## src/rtl/hex_scan_display.sv

```systemverilog
// Time-multiplexed 7-segment driver for DIGITS hex nibbles with frame-aligned value update.
// Optional decimal-point support is enabled by defining HEX_SCAN_DP_EN.
module hex_scan_display #(
    parameter int unsigned DIGITS  = 4,
    parameter int unsigned CLK_DIV = 50000
) (
    input  logic                Clk,
    input  logic                ResetN,
    input  logic                Load,
    input  logic [4*DIGITS-1:0] Value,
    input  logic                LzbEn,
`ifdef HEX_SCAN_DP_EN
    input  logic [DIGITS-1:0]   DpIn,
    output logic                Dp,
`endif
    output logic [0:6]          Seg,
    output logic [DIGITS-1:0]   DigitSel,
    output logic                Pending
);

    localparam int unsigned PW = (CLK_DIV > 1) ? $clog2(CLK_DIV) : 1;
    localparam int unsigned IW = (DIGITS > 1) ? $clog2(DIGITS) : 1;
    localparam int unsigned VW = 4 * DIGITS;

    logic [PW-1:0]     prescaler;
    logic [IW-1:0]     index;
    logic [VW-1:0]     pend_value;
    logic [VW-1:0]     active_value;
    logic              tick_c;
    logic              boundary_c;
    logic [3:0]        nibble_c;
    logic              lz_run_c;
    logic              lead_c;
    logic              blank_c;
    logic [0:6]        seg_c;
    logic [DIGITS-1:0] sel_c;
`ifdef HEX_SCAN_DP_EN
    logic [DIGITS-1:0] pend_dp;
    logic [DIGITS-1:0] active_dp;
    logic              dp_c;
`endif

    function automatic logic [0:6] seg_decode(input logic [3:0] nib);
        logic [0:6] pat;
        case (nib)
            4'h0: pat = 7'b0000001;
            4'h1: pat = 7'b1001111;
            4'h2: pat = 7'b0010010;
            4'h3: pat = 7'b0000110;
            4'h4: pat = 7'b1001100;
            4'h5: pat = 7'b0100100;
            4'h6: pat = 7'b0100000;
            4'h7: pat = 7'b0001111;
            4'h8: pat = 7'b0000000;
            4'h9: pat = 7'b0001100;
            4'hA: pat = 7'b0001000;
            4'hB: pat = 7'b1100000;
            4'hC: pat = 7'b0110001;
            4'hD: pat = 7'b1000010;
            4'hE: pat = 7'b0110000;
            default: pat = 7'b0111000;
        endcase
        return pat;
    endfunction

    assign tick_c     = (prescaler == PW'(CLK_DIV - 1));
    assign boundary_c = tick_c && (index == IW'(DIGITS - 1));

    // Slot timing: prescaler sets slot length, index walks the digits.
    always_ff @(posedge Clk or negedge ResetN) begin
        if (!ResetN) begin
            prescaler <= '0;
            index     <= '0;
        end else begin
            if (tick_c) begin
                prescaler <= '0;
                if (index == IW'(DIGITS - 1)) begin
                    index <= '0;
                end else begin
                    index <= index + IW'(1);
                end
            end else begin
                prescaler <= prescaler + PW'(1);
            end
        end
    end

    // Load goes to the holding register; commit only at a frame boundary uses the pre-edge value.
    always_ff @(posedge Clk or negedge ResetN) begin
        if (!ResetN) begin
            pend_value   <= '0;
            active_value <= '0;
            Pending      <= 1'b0;
        end else begin
            if (boundary_c && Pending) begin
                active_value <= pend_value;
            end
            if (Load) begin
                pend_value <= Value;
                Pending    <= 1'b1;
            end else if (boundary_c) begin
                Pending <= 1'b0;
            end
        end
    end

`ifdef HEX_SCAN_DP_EN
    always_ff @(posedge Clk or negedge ResetN) begin
        if (!ResetN) begin
            pend_dp   <= '0;
            active_dp <= '0;
        end else begin
            if (boundary_c && Pending) begin
                active_dp <= pend_dp;
            end
            if (Load) begin
                pend_dp <= DpIn;
            end
        end
    end
`endif

    // Select the current digit and track whether it is within the run of leading zeros.
    always_comb begin
        nibble_c = '0;
        lz_run_c = 1'b1;
        lead_c   = 1'b0;
        sel_c    = '1;
`ifdef HEX_SCAN_DP_EN
        dp_c     = 1'b1;
`endif
        for (int i = int'(DIGITS) - 1; i >= 0; i--) begin
`ifdef HEX_SCAN_DP_EN
            lz_run_c = lz_run_c && (active_value[4*i +: 4] == 4'h0) && !active_dp[i];
`else
            lz_run_c = lz_run_c && (active_value[4*i +: 4] == 4'h0);
`endif
            if (index == IW'(i)) begin
                nibble_c = active_value[4*i +: 4];
                lead_c   = lz_run_c;
                sel_c[i] = tick_c;
`ifdef HEX_SCAN_DP_EN
                dp_c     = ~active_dp[i];
`endif
            end
        end
        blank_c = LzbEn && (index != '0) && lead_c;
        seg_c   = blank_c ? 7'b1111111 : seg_decode(nibble_c);
    end

    // Registered pin drivers; DigitSel is forced off on the last cycle of each slot.
    always_ff @(posedge Clk or negedge ResetN) begin
        if (!ResetN) begin
            Seg      <= 7'b1111111;
            DigitSel <= '1;
`ifdef HEX_SCAN_DP_EN
            Dp       <= 1'b1;
`endif
        end else begin
            Seg      <= seg_c;
            DigitSel <= sel_c;
`ifdef HEX_SCAN_DP_EN
            Dp       <= dp_c;
`endif
        end
    end

endmodule

```

## config.mk

```make
export PLATFORM = sky130hd
export DESIGN_NAME = hex_scan_display
export DESIGN_NICKNAME = d
export VERILOG_FILES = /design/src/rtl/hex_scan_display.sv
export SDC_FILE = /design/constraint.sdc
export NUM_CORES = 1
export LEC_CHECK = 0
export ABC_AREA = 0
export BUFFER_PORTS_ARGS = -buffer_cell sky130_fd_sc_hd__buf_2
export CAP_MARGIN = 20
export CORE_ASPECT_RATIO = 1.5
export CORE_UTILIZATION = 40
export DETAILED_ROUTE_END_ITERATION = 12
export PLACE_DENSITY_LB_ADDON = 0.12
export REMOVE_ABC_BUFFERS = 1
export SETUP_SLACK_MARGIN = 0.4
export SYNTH_ARGS = -nofsm -noshare
export SYNTH_HDL_FRONTEND = slang
export SYNTH_SLANG_ARGS = --single-unit
```

## constraint.sdc

```tcl
create_clock -name Clk -period 3.4 [get_ports Clk]
set_clock_uncertainty 0.1 [all_clocks]
set_input_delay 0.51 -clock Clk [delete_from_list [all_inputs] [get_ports Clk]]
set_output_delay 0.51 -clock Clk [all_outputs]
set_load 0.02 [all_outputs]
```

Word level (Yosys, flattened, before mapping)
Memory sizes are Yosys's and may differ from the RTL's.
Index checks and enable logic that the tools add are counted.
- word-level logic and storage cells: 45
- ROM bits: 112
- memories kept: 1
- output and inout port bits: 12
- flip-flop bits (word level): 62
- memory list (memory ; words ; bits a word ; read ports ; clocked after memory_dff ; write ports ; RTL line ; text):
    (name not given) ; 16 ; 7 ; 1 ; 0 ; 0 ; 45 ; case (nib)
- muxes and demuxes: 17
- equality and inequality tests: 4
- reduce and logical (&&, ||, !) cells: 14
- $add $sub $neg: 2
- operator list (kind ; count):
    adder 16 x 1 -> 16 bit (second input constant) ; 1
    equality test 16 bit (second input constant) ; 1
    logical NOT 4 bit ; 4
    2-to-1 mux 16 bit ; 1
    2-to-1 mux 4 bit ; 4
    2-to-1 mux 1 bit ; 10
    logical AND 1 bit ; 7
    2-to-1 mux 7 bit ; 1
    equality test 2 bit (second input constant) ; 2
    nonzero test 2 bit ; 2
    adder 2 x 1 -> 2 bit (second input constant) ; 1
    equality test 2 x 1 -> 1 bit (second input constant) ; 1
    logical NOT 2 bit ; 1
    2-to-1 mux 2 bit ; 1

Depth between registers and ports, before layout
Gate-level depths: netlist of run 1.
- depth after elaboration: 7
- mapped depth: 11

Worst setup path after synthesis of run 1
OpenSTA, ideal clock, no wires.
- kind: flip-flop to flip-flop
- start: register index[0]
- end: register Seg[5] (netlist bit)
- clock period less this slack: 2.469 ns
- required time: 3.210 ns
- stages on the path, launching flop included: 12
- slack: 0.931 ns
- buffers on the path: 1
- arrival: 2.280 ns
- library setup time: 0.090 ns
- path through: dfrtp_1 -> inv_1 -> ha_1 -> buf_2 -> nor2b_1 -> a221o_1 -> a22oi_1 -> inv_1 -> ha_1 -> mux2_2 -> nand2_1 -> o211ai_1
- cells in the longest elaborated chain, start to end: 7
- elaborated cells on any way between the ends: 17
- ends and longest elaborated chain (element ; RTL line ; text):
    start: declaration ; 26 ; logic [IW-1:0] index;
    start signal: assignment ; 80 ; index <= index + IW'(1);
    equality test 2 bit ; 138 ; if (index == IW'(i)) begin
    2-to-1 mux 4 bit or 2-to-1 mux 1 bit (tied branches) (4 in series) ; 138 ;
    memory read (16 x 7 bit) or logical AND 1 bit (tied branches) ; n/a ;
    2-to-1 mux 7 bit * ; 148 ; seg_c = blank_c ? 7'b1111111 : seg_decode(nibble_c);
    via seg_c, one bit ; 35 ; logic [0:6] seg_c;
    end signal: assignment ; 160 ; Seg <= seg_c;
    end: declaration ; 16 ; output logic [0:6] Seg,
Mark *: on every way through the listed nets, which the timed path passes. The rest lies on a longest branch.
A chain may end at the register's enable or synchronous reset.

Worst setup path in the final report of run 1
- start: register index[0]
- end: register Seg[3] (netlist bit)
Same word-level chain as after synthesis.

==> impl_metrics.toml, run 1 <==
[clocking]
cts.hold.buffers_added = 0
clkSlewWorstSetupHoldPaths_ps = 70
insertion_delay_ps = 330
root_buffer = "clkbuf_8"
htree_levels = 3
cts_tree = "done"
ctsResizeCount = 0
cts.sinks = 62
cts.path.max_buffers = 2
post_cts_buffers = 0
cts_buffers = 9

[floorplan]
start_util_pct = 42.1
dieWidth_um = 72.0
die_y_um = 107
dieArea_um2 = 7710
num_rows = 37
core_area_um2 = 6990
ios = 32

[power]
p_per_area_nw_per_um2 = 444
peakVddDrop_mv = 0.263
p_leak_nw = 1.56

[critical_path]
crit_path_end_kind = "register"
critPathMaxFanout = 9
start_kind = "register"
arrival_ps = 2750
reg2regPathDepth = 10
required_ps = 3580
r2r_slack_ps = 830
timing.rr.start = "index[0]"
crit_type = "reg -> reg"
reg2reg_to = "Seg[3]"

[routing]
drt_first_pass_iters = 4
vias_per_cell = 4.98
ant_nets = 0
drt_wl_total_um = 5150
drtIter0Drc = 51
num_vias = 1856
wl_per_cell_um = 13.8
drc = 0

[yosys]
seq_area_frac_synth_pct = 53.2
synthCells = 233
yosys_register_bits = 62
synth_edf_count = 0
yosysUniqueCellTypes = 41
synthFlopType = "dfrtp_1"
ys_async_sr_fraction_pct = 100
syn_area_um2 = 2940
syn_area_per_cell_um2 = 12.6
yosys_warnings = 0

[grt]
antenna_found_initial = 0
grt_pass1_wl_um = 8800
grt_pass1_vias = 1890
grt_max_degree = 63
grt_usage_pct = 15.4
grt.overflow.total = 0

[job]
drv_cap = 0

[timing]
hold_viol_final = 0
worst_pin_slew_ps = 755
finalCriticalPeriod_ps = 2570
setup_tns_ps = 0
rsz0062_at_grt = "false"
finalWorstSetupSlack_ps = 827
period_share_pct = 75.7
max-slew-margin-rel_pct = 49.7
maxSlewViolCount = 0
hold-worst-slack_ps = 226
setup_viol = 0
fmax_mhz = 389

[placed_design]
port_buffers = 31
dpl_worst_slack_ps = 830
hpwl_um = 3700
placed_cell_area_um2 = 3200
gp_congestion = 0.743

[finish]
n_antenna_cell = 0
fin_area_um2 = 3430
drive_gt1_share_pct = 36.6
syn_to_final_growth_pct = 16.4
fin_nets = 302

[hold_path]
min_path_type = "in -> async"

[status]
status = "finished, final reports clean"
## metrics by stage
stage               total power, W  std cells  utilization, %
floorplan                 0.000798        225               -
global placement          0.000831        357            45.8
detailed placement        0.000833        357            45.8
CTS                        0.00155        373            49.0
global route               0.00159        373            49.0
finish                     0.00152        373            49.0
## synth_stat cells (5+ instances only)
| cell | n | area, um^2 |
|---|---|---|
| dfrtp_1 | 51 | 1280 |
| mux2_2 | 24 | 270 |
| nand2_1 | 14 | 52.6 |
| dfstp_2 | 11 | 289 |
| ha_1 | 11 | 138 |
| nand3_1 | 11 | 55.1 |
| mux2_4 | 10 | 150 |
| nor2_1 | 10 | 37.5 |
| inv_1 | 9 | 33.8 |
| xor2_1 | 8 | 70.1 |
| xnor2_1 | 6 | 52.6 |
| mux2i_1 | 5 | 50.1 |
| o21ai_0 | 5 | 25.0 |
## cells by family after synthesis
logic type / Yosys count / share of synthesized area [%]
AND/OR/NAND/NOR: 64 / 12.2
adder cells (fa/ha/maj): 11 / 4.68
XOR/XNOR: 14 / 4.17
multiplexers: 39 / 16.0
flip-flops: 62 / 53.2
AO/OA/AOI/OAI: 26 / 6.59
buffers and inverters: 17 / 3.15
## worst max path at each step
stage                                 end  slack (ps)    startpoint  depth (start not counted)
after global routing               Seg[3]         590      index[0]                         10
after global placement             Seg[5]         920      index[0]                         10
final                              Seg[3]         830      index[0]                         10
after CTS                          Seg[3]         810      index[0]                         10
after floorplan           active_value[0]         820  prescaler[7]                          4
after detailed placement           Seg[3]         830      index[0]                         10
## power breakdown
group / total, W / switching (W) / internal, W / leakage, nW
clock: 0.000704 / 0.000274 / 0.000429 / 0.108
combinational: 0.0000491 / 0.0000236 / 0.0000254 / 0.684
sequential: 0.000767 / 0.00000944 / 0.000757 / 0.771
total: 0.00152 / 0.000307 / 0.00121 / 1.56
## area by class of cell
type	instances	area (um^2)
Fill cell	672	3560
Sequential cell	62	1570
Multi-Input combinational cell	154	1280
Timing Repair Buffer	35	198
Clock buffer	10	138
Tap cell	97	121
Clock inverter	6	85.1
Inverter	9	33.8
## layer usage
layer	part of all wire, %	up-vias	track usage, %	wire length, um
met3	2.9	8	4.79	151
met2	52	28	25.9	2670
li1	-	908	-	-
met5	0	-	0	0
met4	2.2	0	7.70	115
met1	43	912	17.2	2210
## cells in the final DEF, fill, tap and decap left out, drive strengths merged, types with 5 or more instances in the layout
| cell type | instances |
|---|---|
| a211oi | 5 |
| buf | 35 |
| clkbuf | 10 |
| dfrtp | 51 |
| dfstp | 11 |
| ha | 11 |
| inv | 9 |
| mux2 | 34 |
| mux2i | 5 |
| nand2 | 14 |
| nand3 | 11 |
| nor2 | 10 |
| nor4 | 5 |
| o21ai | 5 |
| xnor2 | 6 |
| xor2 | 8 |
## critical path, cell delays in order, from the launching register on
cell,delay (ps)
dfrtp_1,410
inv_1,100
ha_1,320
nor2b_1,120
a221o_1,320
a22oi_1,320
inv_1,110
ha_1,290
mux2i_1,70
mux2_2,290
nand2_1,70
## sequential cells by signal (all words and copies together), names as in the netlist
signal,count
DigitSel,4
Pending,1
Seg,7
active_value,16
index,2
pend_value,16
prescaler,16
No activity file was read; power rests on OpenSTA's default activity.
==> run 2: changes to the inputs <==
clock period = 2.6 ns   (was 3.4 ns; I/O delays follow)
==> impl_metrics.toml, run 2 (synthesized netlist as in run 1, its figures left out) <==
[placed_design]
hpwl_um = 3890
gp_congestion = 0.801
port_buffers = 31
dpl_worst_slack_ps = 184

[timing]
period_share_pct = 84.7
finalWorstSetupSlack_ps = 399
fmax_mhz = 454
hold_viol_final = 0
worst_pin_slew_ps = 448
setup_viol = 0
maxSlewViolCount = 0
setup_tns_ps = 0
rsz0062_at_grt = "true"
max-slew-margin-rel_pct = 70.1
hold-worst-slack_ps = 178
finalCriticalPeriod_ps = 2200

[floorplan]
num_rows = 37
start_util_pct = 42.1
dieArea_um2 = 7710
ios = 32
dieWidth_um = 72.0
core_area_um2 = 6990
die_y_um = 107

[routing]
drt_wl_total_um = 5560
wl_per_cell_um = 14.3
drt_first_pass_iters = 4
num_vias = 1938
vias_per_cell = 4.97
drc = 0
drtIter0Drc = 54
ant_nets = 0

[clocking]
root_buffer = "clkbuf_8"
htree_levels = 3
cts.sinks = 62
cts_buffers = 9
cts.path.max_buffers = 2
cts_tree = "done"
insertion_delay_ps = 340
clkSlewWorstSetupHoldPaths_ps = 70

[finish]
final_cell_mix = "49 x dfrtp_1, 31 x buf_2, 22 x mux2_2"
fin_nets = 319
final_common_cell = "dfrtp_1"
top_regs = "active_value: 16 flops, pend_value: 16 flops, prescaler: 16 flops"
drive_gt1_share_pct = 46.1
syn_to_final_growth_pct = 25.7
n_antenna_cell = 0

[status]
status = "finished, final reports clean"

[grt]
grt.overflow.total = 0
antenna_found_initial = 0
grt_usage_pct = 16.0
grt_pass1_vias = 1967
grt_max_degree = 27
grt_pass1_wl_um = 9130

[critical_path]
arrival_ps = 2380
crit_path_end_kind = "register"
critPathMaxFanout = 3
required_ps = 2780
start_kind = "register"
crit_type = "reg -> reg"

[power]
peakVddDrop_mv = 0.389
p_per_area_nw_per_um2 = 561
p_leak_nw = 1.65
total_power_w = 0.00207

[hold_path]
min_path_type = "in -> reg"

[job]
drv_cap = 0
[run 2: final timing paths]
kind / endpoint / startpoint / slack [ps] / cells after the start
min: pend_value[4] / Value[4] / 180 / 2
max: Seg[3] / index[1] / 400 / 9
max reg2reg: Seg[3] / index[1] / 400 / 9
max in group asynchronous: DigitSel[0] / ResetN / 1360 / 3
min reg2reg: prescaler[0] / prescaler[0] / 390 / 1
min in group asynchronous: pend_value[6] / ResetN / 370 / 2
[run 2: where the power goes]
part           total (W)  switching [W]  internal [W]
combinational  0.0000669      0.0000316     0.0000353
clock            0.00100       0.000369      0.000635
sequential       0.00100      0.0000127      0.000990
[run 2: stage by stage]
stage | instance area [um^2] | util [%] | std cells
finish | 3700 | 52.9 | 390
detailed placement | 3240 | 46.4 | 362
floorplan | 2880 | - | 225
global placement | 3240 | 46.4 | 362
CTS | 3530 | 50.4 | 379
global route | 3700 | 52.9 | 390
[run 2: final cells by class]
type,instances,area [um^2]
clock buffer,10,128
sequential,62,1570
timing repair buffer,52,353
fill,634,3290
tap,97,121
inverter,9,33.8
multi-input combinational,154,1390
clock inverter,6,110
[run 2: repair_timing]
item                                    in CTS  in global routing
endpoints found under the setup margin       7                 15
pin swaps                                    1                  9
hold buffers                                 1                  0
endpoints found under the hold margin       12                  0
gates resized for setup                     10                 17
cloned                                       0                  1
setup buffers                                0                 10
[run 2: critical path: stages, from the launching register on]
cell and delay (ps):
dfrtp_1 420, ha_2 210, nor2b_4 130, a221o_1 350
a22oi_2 190, inv_2 80, ha_4 260, mux2i_1 60
mux2_4 270, nand2_2 60
[run 2: per-layer routing]
metal / up-vias / global-route usage, % / wire, um
met5: - / 0 / 0
met4: 0 / 10.6 / 181
met3: 16 / 3.10 / 131
met2: 36 / 26.9 / 2890
met1: 941 / 18.2 / 2360
li1: 945 / - / -
==> run 3: changes to the inputs <==
clock period = 2.2 ns   (was 2.6 ns; I/O delays follow)
==> impl_metrics.toml, run 3 (synthesized netlist as in run 1, its figures left out) <==
[timing]
period_share_pct = 98.7
max-slew-margin-rel_pct = 57.8
hold_viol_final = 0
hold-worst-slack_ps = 105
setup_viol = 0
finalCriticalPeriod_ps = 2170
maxSlewViolCount = 0
worst_pin_slew_ps = 632
fmax_mhz = 461
rsz0062_at_grt = "true"

[clocking]
cts_tree = "done"
root_buffer = "clkbuf_8"
clkSlewWorstSetupHoldPaths_ps = 80
insertion_delay_ps = 350
cts.sinks = 62
cts_buffers = 9
cts.path.max_buffers = 2
htree_levels = 3

[placed_design]
hpwl_um = 3960
port_buffers = 31
placed_cell_area_um2 = 3340
gp_congestion = 0.788

[floorplan]
ios = 32
die_y_um = 107
num_rows = 37
core_area_um2 = 6990
dieWidth_um = 72.0
dieArea_um2 = 7710
start_util_pct = 42.1

[power]
peakVddDrop_mv = 0.383
total_power_w = 0.00249
p_per_area_nw_per_um2 = 629
p_leak_nw = 1.76

[critical_path]
start_kind = "register"
arrival_ps = 2330
required_ps = 2360
crit_type = "reg -> reg"
crit_path_end_kind = "register"
r2r_slack_ps = 30
critPathMaxFanout = 5

[grt]
top_usage_layer = "met2"
grt.overflow.total = 0
grt_max_degree = 36
antenna_found_initial = 0
met2_usage_pct = 30.3
grt_usage_pct = 17.6
grt_pass1_wl_um = 10100
grt_util_met1_pct = 19.6
grt_util_met3_pct = 4.61
grt_pass1_vias = 2126

[finish]
drive_gt1_share_pct = 52.9
top_regs = "active_value: 16 flops, pend_value: 16 flops, prescaler: 16 flops"
syn_to_final_growth_pct = 34.8
final_cell_mix = "51 x dfrtp_1, 31 x buf_2, 25 x buf_4"
fin_nets = 334
fillers = 604
n_antenna_cell = 0
final_common_cell = "dfrtp_1"
fin_area_um2 = 3970

[job]
drv_cap = 0

[routing]
drt_first_pass_iters = 4
drc = 0
drtIter0Drc = 70
wl_per_cell_um = 14.5
num_vias = 2005
ant_nets = 0
drt_wl_total_um = 5870
vias_per_cell = 4.95

[hold_path]
min_path_type = "in -> reg"

[status]
status = "finished, final reports clean"
run 3: changes by cell type in the layout (fill, tap and decap cells not counted), moves of 3 or more:
cell | previous run | this run
buf_4 | 16 | 25
buf_6 | 2 | 7
mux2_2 | 22 | 17
mux2_4 | 12 | 17
nor3b_1 | 3 | 0
nor3b_2 | 0 | 3
o21ai_0 | 5 | 2
o21ai_1 | 0 | 3
run 3: metal layers:
layer	vias to the layer above	routed length, um	part of all wire (%)
li1	973	-	-
met1	991	2370	40
met2	31	3200	54
met3	10	172	2.9
met4	0	131	2.2
met5	-	0	0
run 3: final timing paths:
| path | startpoint | to | cells past startpoint |
|---|---|---|---|
| worst max-delay path | index[1] | Seg[5] | 9 |
| worst min-delay path | Value[14] | pend_value[14] | 2 |
| worst max register to register | index[1] | Seg[5] | 9 |
| worst min register to register | prescaler[0] | prescaler[0] | 1 |
| max in group asynchronous | ResetN | prescaler[10] | 3 |
| min in group asynchronous | ResetN | pend_value[4] | 2 |
run 3: per-stage QoR:
stage / util [%] / TNS (ps) / std cells / worst slack [ps]
final: 56.7 / 0 / 405 / 29.3
after global routing: 56.7 / -162 / 405 / -79.6
after CTS: 54.3 / 0 / 398 / 21.6
after detailed placement: 47.7 / -348 / 373 / -112
after global placement: 47.7 / -107 / 373 / -50.3
after floorplan: - / -6260 / 225 / -376
run 3: worst max-delay path, cell delays in order (launching register included):
cell and delay (ps):
dfrtp_1 410, buf_6 130, ha_4 170, a221o_1 360
a22oi_2 180, inv_2 80, ha_2 210, mux2_2 270
nand2_1 70, o211ai_1 100
run 3: repair_timing:
| item | 4_1_cts | 5_1_grt |
|---|---|---|
| endpoints found under the setup margin | 24 | 33 |
| pin swaps | 10 | 9 |
| setup buffers | 7 | 7 |
| hold endpoints to repair | 16 | 0 |
| gates cloned | 1 | 0 |
| hold buffers | 1 | 0 |
| gates resized for setup | 33 | 22 |
run 3: area by class of cell:
type / count / area [um^2] / share of cell area, %
Sequential cell: 62 / 1570 / 39.5
Multi-Input combinational cell: 154 / 1500 / 37.8
Inverter: 9 / 33.8 / 0.852
Clock buffer: 9 / 124 / 3.12
Clock inverter: 7 / 123 / 3.09
Tap cell: 97 / 121 / 3.06
Timing Repair Buffer: 67 / 499 / 12.6
run 3: power by group:
group	leakage (nW)	total, W	internal, W	switching (W)
Combinational	0.870	0.0000806	0.0000432	0.0000374
Clock	0.116	0.00123	0.000755	0.000472
Sequential	0.771	0.00119	0.00117	0.0000156
Total	1.76	0.00249	0.00197	0.000525
